**config.mk**
```make
export PLATFORM = sky130hd
export DESIGN_NAME = register
export DESIGN_NICKNAME = d
export VERILOG_FILES = /design/src/rtl/register.sv
export SDC_FILE = /design/constraint.sdc
export NUM_CORES = 1
export LEC_CHECK = 0
export CORE_UTILIZATION = 25
export CTS_CLUSTER_DIAMETER = 150
export DETAILED_ROUTE_END_ITERATION = 12
export GPL_ROUTABILITY_DRIVEN = 0
export PLACE_DENSITY_LB_ADDON = 0.15
export SYNTH_ARGS = -nofsm -noshare
export SYNTH_HDL_FRONTEND = slang
export SYNTH_SLANG_ARGS = --single-unit
```
**constraint.sdc**
```tcl
create_clock -name clk -period 1.2 [get_ports clk]
set_input_delay 0.24 -clock clk [delete_from_list [all_inputs] [get_ports clk]]
set_output_delay 0.24 -clock clk [all_outputs]
set_load 0.03 [all_outputs]
```
**src/rtl/register.sv**
```systemverilog
// ============================================================================
// Module   : register
// Purpose  : Memory-mapped control/status register file for GPIO and timer
//            peripherals. Optional macro REGISTER_GPIO_IRQ_EN adds the
//            GPIO_INTSTATUS register (addr 8) and drives gpio_irq.
// Revision : 1.0 - initial release
// ============================================================================
`default_nettype none

module register (
    input  logic        clk,
    input  logic        reset,
    input  logic [3:0]  addr,
    input  logic [3:0]  wben,
    input  logic        r_wn,
    input  logic [31:0] wdata,
    input  logic [15:0] ro_gpio_pinstate,
    input  logic        ro_status,
    input  logic [31:0] ro_currcount,
    output logic [31:0] rdata,
    output logic [15:0] rf_gpio_datareg,
    output logic [15:0] rf_gpio_tristate,
    output logic [15:0] rf_gpio_interrupt_mask,
    output logic        rf_mode,
    output logic [31:0] rf_termcount,
    output logic        rf_trig_start,
    output logic        rf_trig_halt,
    output logic        gpio_irq
);

    localparam logic [3:0] c_ADDR_GPIO_DATA      = 4'd0;
    localparam logic [3:0] c_ADDR_GPIO_TRISTATE  = 4'd1;
    localparam logic [3:0] c_ADDR_GPIO_INTMASK   = 4'd2;
    localparam logic [3:0] c_ADDR_GPIO_PINSTATE  = 4'd3;
    localparam logic [3:0] c_ADDR_TIMER_CTRL     = 4'd4;
    localparam logic [3:0] c_ADDR_TIMER_TERM     = 4'd5;
    localparam logic [3:0] c_ADDR_TIMER_STATUS   = 4'd6;
    localparam logic [3:0] c_ADDR_TIMER_CURR     = 4'd7;
`ifdef REGISTER_GPIO_IRQ_EN
    localparam logic [3:0] c_ADDR_GPIO_INTSTATUS = 4'd8;
`endif

    function automatic logic [15:0] merge16(input logic [15:0] cur,
                                            input logic [15:0] nxt,
                                            input logic [1:0]  be);
        logic [15:0] res;
        for (int i = 0; i < 2; i++)
            res[8*i +: 8] = be[i] ? nxt[8*i +: 8] : cur[8*i +: 8];
        return res;
    endfunction

    function automatic logic [31:0] merge32(input logic [31:0] cur,
                                            input logic [31:0] nxt,
                                            input logic [3:0]  be);
        logic [31:0] res;
        for (int i = 0; i < 4; i++)
            res[8*i +: 8] = be[i] ? nxt[8*i +: 8] : cur[8*i +: 8];
        return res;
    endfunction

    logic        w_wr;
    logic        w_ctrl_wr;
    logic [31:0] w_rdata_nxt;

    logic [15:0] r_gpio_data;
    logic [15:0] r_gpio_tristate;
    logic [15:0] r_gpio_intmask;
    logic        r_mode;
    logic [31:0] r_termcount;
    logic        r_trig_start;
    logic        r_trig_halt;
    logic [31:0] r_rdata;

    assign w_wr      = ~r_wn;
    assign w_ctrl_wr = w_wr && (addr == c_ADDR_TIMER_CTRL) && wben[0];

    always_ff @(posedge clk or negedge reset) begin
        if (!reset) begin
            r_gpio_data     <= 16'h0000;
            r_gpio_tristate <= 16'hFFFF;
            r_gpio_intmask  <= 16'h0000;
            r_mode          <= 1'b0;
            r_termcount     <= 32'h0000_0000;
        end else if (w_wr) begin
            case (addr)
                c_ADDR_GPIO_DATA:     r_gpio_data     <= merge16(r_gpio_data, wdata[15:0], wben[1:0]);
                c_ADDR_GPIO_TRISTATE: r_gpio_tristate <= merge16(r_gpio_tristate, wdata[15:0], wben[1:0]);
                c_ADDR_GPIO_INTMASK:  r_gpio_intmask  <= merge16(r_gpio_intmask, wdata[15:0], wben[1:0]);
                c_ADDR_TIMER_CTRL:    if (wben[0]) r_mode <= wdata[0];
                c_ADDR_TIMER_TERM:    r_termcount     <= merge32(r_termcount, wdata, wben);
                default: ;
            endcase
        end
    end

    // Triggers re-evaluate every cycle, so each qualifying write yields exactly
    // one pulse; halt takes priority when both bits are set.
    always_ff @(posedge clk or negedge reset) begin
        if (!reset) begin
            r_trig_start <= 1'b0;
            r_trig_halt  <= 1'b0;
        end else begin
            r_trig_start <= w_ctrl_wr & wdata[1] & ~wdata[2];
            r_trig_halt  <= w_ctrl_wr & wdata[2];
        end
    end

`ifdef REGISTER_GPIO_IRQ_EN
    logic [15:0] r_pin_prev;
    logic [15:0] r_int_status;
    logic [15:0] w_pin_event;
    logic [15:0] w_int_clr;

    assign w_pin_event = (ro_gpio_pinstate ^ r_pin_prev) & r_gpio_intmask;
    assign w_int_clr   = (w_wr && (addr == c_ADDR_GPIO_INTSTATUS))
                       ? {wben[1] ? wdata[15:8] : 8'h00, wben[0] ? wdata[7:0] : 8'h00}
                       : 16'h0000;

    // A new event overrides a same-cycle clear so no edge is lost.
    always_ff @(posedge clk or negedge reset) begin
        if (!reset) begin
            r_pin_prev   <= 16'h0000;
            r_int_status <= 16'h0000;
        end else begin
            r_pin_prev   <= ro_gpio_pinstate;
            r_int_status <= (r_int_status & ~w_int_clr) | w_pin_event;
        end
    end

    assign gpio_irq = |r_int_status;
`else
    assign gpio_irq = 1'b0;
`endif

    always_comb begin
        w_rdata_nxt = 32'h0000_0000;
        case (addr)
            c_ADDR_GPIO_DATA:      w_rdata_nxt = {16'h0000, r_gpio_data};
            c_ADDR_GPIO_TRISTATE:  w_rdata_nxt = {16'h0000, r_gpio_tristate};
            c_ADDR_GPIO_INTMASK:   w_rdata_nxt = {16'h0000, r_gpio_intmask};
            c_ADDR_GPIO_PINSTATE:  w_rdata_nxt = {16'h0000, ro_gpio_pinstate};
            c_ADDR_TIMER_CTRL:     w_rdata_nxt = {31'h0, r_mode};
            c_ADDR_TIMER_TERM:     w_rdata_nxt = r_termcount;
            c_ADDR_TIMER_STATUS:   w_rdata_nxt = {31'h0, ro_status};
            c_ADDR_TIMER_CURR:     w_rdata_nxt = ro_currcount;
`ifdef REGISTER_GPIO_IRQ_EN
            c_ADDR_GPIO_INTSTATUS: w_rdata_nxt = {16'h0000, r_int_status};
`endif
            default:               w_rdata_nxt = 32'h0000_0000;
        endcase
    end

    always_ff @(posedge clk or negedge reset) begin
        if (!reset)
            r_rdata <= 32'h0000_0000;
        else if (r_wn)
            r_rdata <= w_rdata_nxt;
    end

    assign rdata                  = r_rdata;
    assign rf_gpio_datareg        = r_gpio_data;
    assign rf_gpio_tristate       = r_gpio_tristate;
    assign rf_gpio_interrupt_mask = r_gpio_intmask;
    assign rf_mode                = r_mode;
    assign rf_termcount           = r_termcount;
    assign rf_trig_start          = r_trig_start;
    assign rf_trig_halt           = r_trig_halt;

endmodule

`default_nettype wire

```
# Yosys cells after proc, flatten, opt, wreduce, memory -nomap -nowiden
# Cells that the tools add are included.
# W data, S select, Z words.
# word_totals
reg_bits,115
in_bits,92
out_inout_bits,116
word_cells,41
# op_classes
n_eq_ne,7
n_mux,1
bitwise_logic,5
n_reduce_logical,14
# op_table
operator,count
$pmux W32 S8,1
$reduce_and A3 Y1,11
$eq A4 B3 Y1 const B,4
$eq A4 B2 Y1 const B,2
$eq A4 B1 Y1 const B,1
$logic_not A4 Y1,1
$and A1 B1 Y1,3
$logic_and A1 B1 Y1,2
$not A1 Y1,2

# Depth between registers and ports, before layout
# Gate-level depths: netlist of the first run.
# logic_depth
word_depth,5
depth_mapped,7
ltp_nobuf,4

# Worst setup path after synthesis of the first run
# OpenSTA, ideal clock, no wires.
# synth_timing
kind,input-to-reg
from,in addr[2]
to,"reg r_gpio_intmask[10], in the netlist rf_gpio_interrupt_mask[10]"
setup_ns,0.125
t_arrival_ns,1.330
setup_slack_ns,-0.255
cell_stages,4
path_buffers,1
cell_sequence,buf_4 nor4b_4 nand2_4 mux2_4
# synth_via
elab_chain_len,2
# synth_rtl
item,line_no,rtl
"start, declared",13,"input logic [3:0] addr,"
$eq A4 B2 Y1,85,case (addr)
$reduce_and A3 Y1 (no source line),--,
"end signal, assigned",88,"c_ADDR_GPIO_INTMASK: r_gpio_intmask <= merge16(r_gpio_intmask, wdata[15:0], wben[1:0]);"
"end, declared",67,logic [15:0] r_gpio_intmask;
# Every way passes these cells.
# A chain may end at the register's enable or synchronous reset.

# Worst setup path in the final report of the first run
# layout_timing
from,"reg r_gpio_tristate[5], in the netlist rf_gpio_tristate[5]"
to,out rf_gpio_tristate[5]
# layout_lines
item,line_no,rtl
"start, declared",66,logic [15:0] r_gpio_tristate;
"start signal, assigned",87,"c_ADDR_GPIO_TRISTATE: r_gpio_tristate <= merge16(r_gpio_tristate, wdata[15:0], wben[1:0]);"
"end, declared",22,"output logic [15:0] rf_gpio_tristate,"
# No word-level cell between the ends.

==> results of run 1 <==
-- power by group --
| group | leakage, µW | switching [µW] | total (µW) | internal (µW) |
|---|---|---|---|---|
| clock network | 0.000329 | 1780 | 5730 | 3950 |
| registers | 0.00146 | 522 | 5080 | 4560 |
| logic | 0.00298 | 2490 | 5460 | 2980 |
| total | 0.00477 | 4790 | 16300 | 11500 |
-- metal layers --
metal  routed length (µm)  global-route usage  vias to the layer above
li1                     -                   -                     2339
met3                 1410              0.0578                       19
met1                 9150               0.245                     2482
met2                10100               0.314                      202
met4                  192              0.0505                        0
met5                    0                   0                        -
-- final cells by class --
type,instances,area [µm²],share of cell area
Timing Repair Buffer,372,3650,0.358
Inverter,11,41.3,0.00405
Clock buffer,23,498,0.0488
Sequential cell,115,2900,0.284
Multi-Input combinational cell,280,2600,0.254
Tap cell,275,344,0.0337
Clock inverter,9,173,0.0169
-- flip-flops by register name, indices dropped and copies added (netlist names) --
| name | count |
|---|---|
| rdata | 32 |
| rf_gpio_datareg | 16 |
| rf_gpio_interrupt_mask | 16 |
| rf_gpio_tristate | 16 |
| rf_mode | 1 |
| rf_termcount | 32 |
| rf_trig_halt | 1 |
| rf_trig_start | 1 |
-- how the worst max path moves through the flow --
| stage | start | end | slack, ps |
|---|---|---|---|
| floorplan | addr[2] | rf_gpio_interrupt_mask[10] | -240 |
| global placement | addr[0] | rf_gpio_tristate[6] | -840 |
| detailed placement | addr[2] | rdata[27] | -900 |
| CTS | rf_gpio_tristate[5] | rf_gpio_tristate[5] | -170 |
| global route | rf_gpio_tristate[5] | rf_gpio_tristate[5] | -190 |
| finish | rf_gpio_tristate[5] | rf_gpio_tristate[5] | -150 |
-- cells in the mapped netlist, drive strengths merged, types with 2 or more instances --
master   number  area [µm²]
nor2          8        32.5
nor3          9        61.3
nor2b         3        18.8
buf          15        88.8
nand2        14        87.6
o21ai        32         160
o32a          4        40.0
and2b         2        15.0
dfrtp        99        2480
a22o          2        17.5
dfstp        16         420
a221o         2        20.0
nand3b        4        33.8
a221oi        4        35.0
a32oi         6        52.6
nand3         6        30.0
mux2i        14         140
o22ai         8        50.1
a222oi        2        20.0
a22oi        26         195
mux2         84         976
nand2b       28         175
o2bb2ai       5        43.8
inv          11        41.3
and2          4        25.0
clkbuf       12        45.0
-- through the flow --
step	hold slack [ps]	total power, µW	instances	cell area, µm²	setup WS, ps
floorplan	-55.6	7190	433	5570	-236
global placement	127	9280	953	8200	-839
detailed placement	126	9320	953	8200	-903
CTS	223	16300	1070	10000	-168
global route	223	16900	1085	10200	-188
finish	231	16300	1085	10200	-147
-- what timing repair did --
action	4_1_cts	5_1_grt
hold buffers	1	0
endpoints found under the setup margin	229	169
endpoints found under the hold margin	95	0
pin swaps	8	6
setup buffers	84	15
cloned	0	0
gates resized for setup	153	19
-- kinds of logic (layout without fill, tap and decap cells) --
kind of cell           count (synthesis)  after routing  synth area share
flip-flops                           115            115             0.535
multiplexers                          98             98             0.206
AO/OA/AOI/OAI                         97             97             0.126
AND/OR/NAND/NOR                       84             84             0.101
buffers and inverters                 38            415            0.0323
other                                  1              1          0.000692
==> flow_summary.ini, run 1 <==
[outcome]
status = finished with violations
violations = setup timing

[clock_tree]
cts_tree = built
cts.path.max_buffers = 2
cts.sinks = 115
insertion_delay_ps = 420
numCtsBuffers = 17
clockRootBuffer = clkbuf_16
htree_levels = 4
path_clk_slew_ps = 60

[grt]
grt_max_degree = 41
grt.overflow.total = 0
grt_pass1_vias = 5380
grt.total_usage = 0.192
antenna_found_initial = 0
grt_pass1_wl_um = 31400

[synth]
ys.flop_type = dfrtp_1
synth_area_um2 = 5420
synth_cells = 433
synth_cell_type_count = 50
ys_ff_latch = 115
synthArstFlopShare = 1.00
yosysSeqAreaShare = 0.535
synth_edf_count = 0
syn-num-nets = 525
synth_warnings = 0
avgSynthCellArea_um2 = 12.5

[timing]
rsz0062_at_grt = yes
hold_viol = 0
post-route-period-util = 1.12
fin_setup_tns_ps = -3220
finalClockSkew_ps = 7.46
max_freq_ghz = 0.743
slew_viol_final = 0
fin_ws_ps = -147
setup_viol = 63
fin_crit_ps = 1350

[placed_design]
hpwl_um = 15000
io_buffer_count = 206

[setup_path]
reg2reg_to = rdata[3]
path_depth = 1
crit_path_end_kind = primary output
path_delay_family = flip-flops
required_ps = 960
crit_slowest_cell = dfstp_2
cp_cell_sequence = buf_6
cp_num_buf_inv = 1
start_kind = flip-flop
critical_path_class = flip-flop to primary output
cp_max_fo = 3
r2r_cells = 4
max_stage_delay_ps = 550
reg2reg_slack_ps = -60
r2r_start = rf_gpio_interrupt_mask[3]
crit_arrival_ps = 1110

[die]
core-area_um2 = 21200
num_io_pins = 208
die_h_um = 149
die_x_um = 149
die_area_um2 = 22300
rows = 53
initial_core_util = 0.256

[cells_and_area]
antenna_cells = 0
layout_common_cells = 146 x buf_4, 118 x buf_6, 98 x dfrtp_1, 83 x clkdlybuf4s50_1, 56 x mux2_2
layout_commonest_cell = buf_4
area_growth_pct = 88.3
nFillCells = 1940
final_util = 0.483
nNetsFinal = 889
post_route_cells_drive_above_1_share = 0.559

[detailed_routing]
firstDrtPassIters = 4
drt_iter0_drc = 249
via_per_inst = 4.65
vias = 5042
ant_nets = 0
wl_per_cell_um = 19.2
drt-total-wl_um = 20800
drc_errors = 0

[pwr]
power.leakage_uw = 0.00477
ir_drop_v = 0.000895
power_density_nw_per_um2 = 1590

[hold_path]
hold_path.class = primary input to asynchronous set/reset pin

[job]
drv_cap = 0
Note: power is estimated with default switching activity, not from simulation.
==> run 2: changes to the inputs <==
Settings changed: GPL_TIMING_DRIVEN set to 0, PLACE_DENSITY_LB_ADDON 0.15 to not set.
==> run 2 against run 1 <==
  * The flow still finishes with violations (setup timing)
  * Clock skew decreased by 0.95 ps
  * Clock power is 12% lower
  * Fmax shrank 0.23%
  * Count of clock-buffer cells in the layout did not move
  * Register-to-register slack got worse by 60 ps
  * Worst hold slack better by 92 ps
  * Global-route usage is 0.68 points higher
  * Routed wire length grew 6.1%
  * Total power decreased by 5.3%
  * Non-clock buffer count decreased by 31
  * Via count decreased by 0.26%
  * Largest cell class unchanged
==> flow_summary.ini, run 2 (synthesized netlist as in run 1, its figures left out) <==
[grt]
grt_pass1_vias = 5371
grt_util_met1 = 0.247
antenna_found_initial = 0
grt.total_usage = 0.199
grt_pass1_wl_um = 32200
top_usage_layer = met2
grtUsageMet3 = 0.0560
grt_max_degree = 69
grt.overflow.total = 0
grt_use_met2 = 0.335

[setup_path]
max_stage_delay_ps = 560
path_depth = 1
crit_slowest_cell = dfstp_2
path_delay_family = flip-flops
r2r_cells = 4
cp_num_buf_inv = 1
cp_cell_sequence = buf_6
crit_arrival_ps = 1110
crit_path_end_kind = primary output
critical_path_class = flip-flop to primary output
start_kind = flip-flop
required_ps = 960
cp_max_fo = 3

[placed_design]
hpwl_um = 14700
io_buffer_count = 206
dpl-instance-area_um2 = 8000

[pwr]
p_total_uw = 15400
p_sw_frac = 0.315
power.internal_uw = 10600
net-switching-power_uw = 4850
power_density_nw_per_um2 = 1550
ir_drop_v = 0.000852
pwr-share-comb = 0.345
pwr-share-clk = 0.326
seq_power_share = 0.329
power.leakage_uw = 0.00458

[cells_and_area]
layout_commonest_cell = buf_6
layout_common_cells = 134 x buf_6, 99 x dfrtp_1, 95 x buf_4, 83 x clkdlybuf4s50_1, 56 x mux2_2
finalInstanceArea_um2 = 9960
antenna_cells = 0
post_route_cells_drive_above_1_share = 0.540
nNetsFinal = 858
final_util = 0.471
area_growth_pct = 83.8

[die]
die_area_um2 = 22300
num_io_pins = 208
die_h_um = 149
core-area_um2 = 21200
die_x_um = 149
rows = 53
initial_core_util = 0.256

[clock_tree]
cts.path.max_buffers = 2
cts.sinks = 115
numCtsBuffers = 17
path_clk_slew_ps = 60
htree_levels = 4
clockRootBuffer = clkbuf_16
insertion_delay_ps = 420
cts_tree = built

[timing]
fin_ws_ps = -150
fin_crit_ps = 1350
fin_hold_ws_ps = 324
fin_setup_tns_ps = -2960
rsz0062_at_grt = yes
setup_viol = 70
post-route-period-util = 1.12
slew_viol_final = 0
finalClockSkew_ps = 6.51
hold_viol = 0
max_freq_ghz = 0.741

[job]
drv_cap = 0

[detailed_routing]
wl_per_cell_um = 21.0
ant_nets = 0
drc_errors = 0
vias = 5029
firstDrtPassIters = 4
via_per_inst = 4.77
drt_iter0_drc = 185
drt-total-wl_um = 22100

[outcome]
violations = setup timing
status = finished with violations

[hold_path]
hold_path.class = primary input to asynchronous set/reset pin
## run 2: cell count changes in the layout (fill, tap and decap cells not counted), moves of 5 or more
cell,previous run,this run
buf_4,146,95
buf_8,0,5
buf_12,17,4
buf_6,118,134
## run 2: path summary, 6_finish.rpt
check	from	to	slack [ps]
worst max-delay path	rf_gpio_tristate[11]	rf_gpio_tristate[11]	-150
worst min-delay path	reset	rf_gpio_datareg[3]	320
worst max register to register	rf_gpio_tristate[10]	rdata[10]	-120
worst min register to register	rdata[31]	rdata[31]	530
max in group asynchronous	reset	rf_gpio_tristate[7]	150
min in group clk	r_wn	rdata[4]	350
## run 2: cell type report
class                      instances  area [µm²]
buffer                            25         262
clock buffer                      23         478
clock inverter                     9         104
fill                            1892       11200
inverter                          11        41.3
multi-input combinational        280        2670
sequential                       115        2900
tap                              275         344
timing repair buffer             316        3170
## run 2: per-layer routing
layer,vias up,wire length [µm]
li1,2281,-
met1,2522,9230
met2,216,11000
met3,10,1680
met4,0,209
met5,-,0
## run 2: power groups by stage
stage               combinational [µW]  sequential [µW]  clock [µW]
global placement                  4070             5110           0
detailed placement                4110             5130           0
floorplan                         1000             6190           0
global route                      5550             5140        5280
finish                            5310             5070        5020
CTS                               5150             5060        5120
## run 2: repair_timing
item	4_1_cts	5_1_grt
hold buffers	1	0
setup endpoints to repair	230	163
pin swaps	9	12
buffers inserted	88	18
resized for setup	888	28
hold endpoints to repair	36	0
cloned	3	0
## run 2: through the flow
stage,instances,worst slack (ps)
final,1054,-150
after global routing,1054,-185
after CTS,1037,-170
after detailed placement,915,-1260
after global placement,914,-4610
after floorplan,433,-236
==> run 3: changes to the inputs <==
Settings changed: CORE_MARGIN set to 2.
==> run 3 against run 2 <==
  * The run still ends with setup timing left
  * First-iteration DRC count up 36%
  * Routed wire length up 1.4%
  * Die area increased by 2.7%
  * Cell count decreased by 0.38%
  * Highest routed layer unchanged
==> flow_summary.ini, run 3 (synthesized netlist as in run 1, its figures left out) <==
[grt]
antenna_found_initial = 1
grt_max_degree = 68
grt_pass1_wl_um = 32300
grt_pass1_vias = 5472
grt.total_usage = 0.194
grt.overflow.total = 0

[cells_and_area]
area_growth_pct = 80.3
layout_commonest_cell = buf_6
finalInstanceArea_um2 = 9780
post_route_cells_drive_above_1_share = 0.539
final_util = 0.462
layout_common_cells = 129 x buf_6, 102 x buf_4, 99 x dfrtp_1, 83 x clkdlybuf4s50_1, 55 x mux2_2
nNetsFinal = 854

[detailed_routing]
firstDrtPassIters = 4
vias = 5041
drt-total-wl_um = 22400
drc_errors = 0
wl_per_cell_um = 21.3
via_per_inst = 4.80
ant_nets = 0
drt_iter0_drc = 251

[setup_path]
crit_start = rf_gpio_tristate[9]
critical_path_class = flip-flop to primary output
cp_cell_sequence = buf_6
cp_max_fo = 3
r2r_start = rf_termcount[3]
endpoint = rf_gpio_tristate[9]
path_delay_family = flip-flops
cp_num_buf_inv = 1
required_ps = 960
reg2reg_to = rdata[3]
crit_slowest_cell = dfstp_2
crit_arrival_ps = 1110
max_stage_delay_ps = 560
path_depth = 1
start_kind = flip-flop
crit_path_end_kind = primary output
reg2reg_slack_ps = -50
r2r_cells = 3

[clock_tree]
numCtsBuffers = 17
htree_levels = 4
cts_tree = built
path_clk_slew_ps = 50
insertion_delay_ps = 420
cts.path.max_buffers = 2
cts.sinks = 115
clockRootBuffer = clkbuf_16

[timing]
setup_viol = 60
post-route-period-util = 1.13
rsz0062_at_grt = yes
slew_viol_final = 0
fin_setup_tns_ps = -2720
finalClockSkew_ps = 7.36
hold_viol = 0
fin_crit_ps = 1350
max_freq_ghz = 0.740
fin_ws_ps = -151

[outcome]
status = finished with violations
violations = setup timing

[pwr]
p_sw_frac = 0.314
power_density_nw_per_um2 = 1550
pwr-share-comb = 0.346
power.internal_uw = 10400
power.leakage_uw = 0.00456
seq_power_share = 0.335
pwr-share-clk = 0.319
p_total_uw = 15200
ir_drop_v = 0.00110
net-switching-power_uw = 4770

[job]
drv_cap = 0

[die]
die_x_um = 151
die_h_um = 151
initial_core_util = 0.256
rows = 53
die_area_um2 = 22900
num_io_pins = 208
core-area_um2 = 21200

[hold_path]
hold_path.class = primary input to flip-flop
holdPathStages = 3

[placed_design]
io_buffer_count = 206
dpl-instance-area_um2 = 8000
hpwl_um = 15000
[run 3: cell count changes in the layout (fill, tap and decap cells not counted), moves of 4 or more]
| cell | previous run | this run |
|---|---|---|
| buf_4 | 95 | 102 |
| buf_6 | 134 | 129 |
| buf_8 | 5 | 1 |
| nand2_4 | 1 | 5 |
| nand2_8 | 7 | 3 |
[run 3: power by group through the flow]
| stage | Clock, µW | Combinational [µW] | Sequential (µW) |
|---|---|---|---|
| detailed placement | 0 | 4120 | 5130 |
| global placement | 0 | 4080 | 5110 |
| CTS | 4900 | 5130 | 5060 |
| global route | 5150 | 5510 | 5140 |
| finish | 4840 | 5260 | 5080 |
| floorplan | 0 | 1000 | 6190 |
[run 3: per-layer routing]
layer,vias up,share of wire,track usage
met4,0,0.019,0.0738
met1,2523,0.41,0.229
met3,29,0.091,0.0633
li1,2266,-,-
met5,-,0,0
met2,223,0.49,0.329
[run 3: layout make-up]
class                           instances  area (µm²)
Clock inverter                          5        52.6
Timing Repair Buffer                  313        3070
Clock buffer                           26         509
Antenna cell                            1        2.50
Fill cell                            1898       11400
Tap cell                              275         344
Multi-Input combinational cell        280        2640
Inverter                               11        41.3
Buffer                                 24         216
Sequential cell                       115        2900
[run 3: timing repair]
action	CTS	global route
cloned	2	1
setup buffers	86	16
pin swaps	10	7
resized for setup	884	18
hold buffers	1	0
hold endpoints to repair	37	0
setup endpoints to repair	230	168
[run 3: worst min path at each step]
stage / endpoint / startpoint
after floorplan: rdata[0] / reset
after detailed placement: rf_termcount[3] / reset
final: rdata[20] / r_wn
after CTS: rdata[20] / r_wn
after global placement: rdata[31] / rdata[31]
after global routing: rdata[21] / r_wn
[run 3: through the flow]
step                setup WS (ps)  cells  hold WS [ps]
finish                       -151   1050           302
global route                 -183   1050           347
CTS                          -164   1033           292
detailed placement          -1260    915           216
global placement            -4650    914           473
floorplan                    -236    433         -55.6
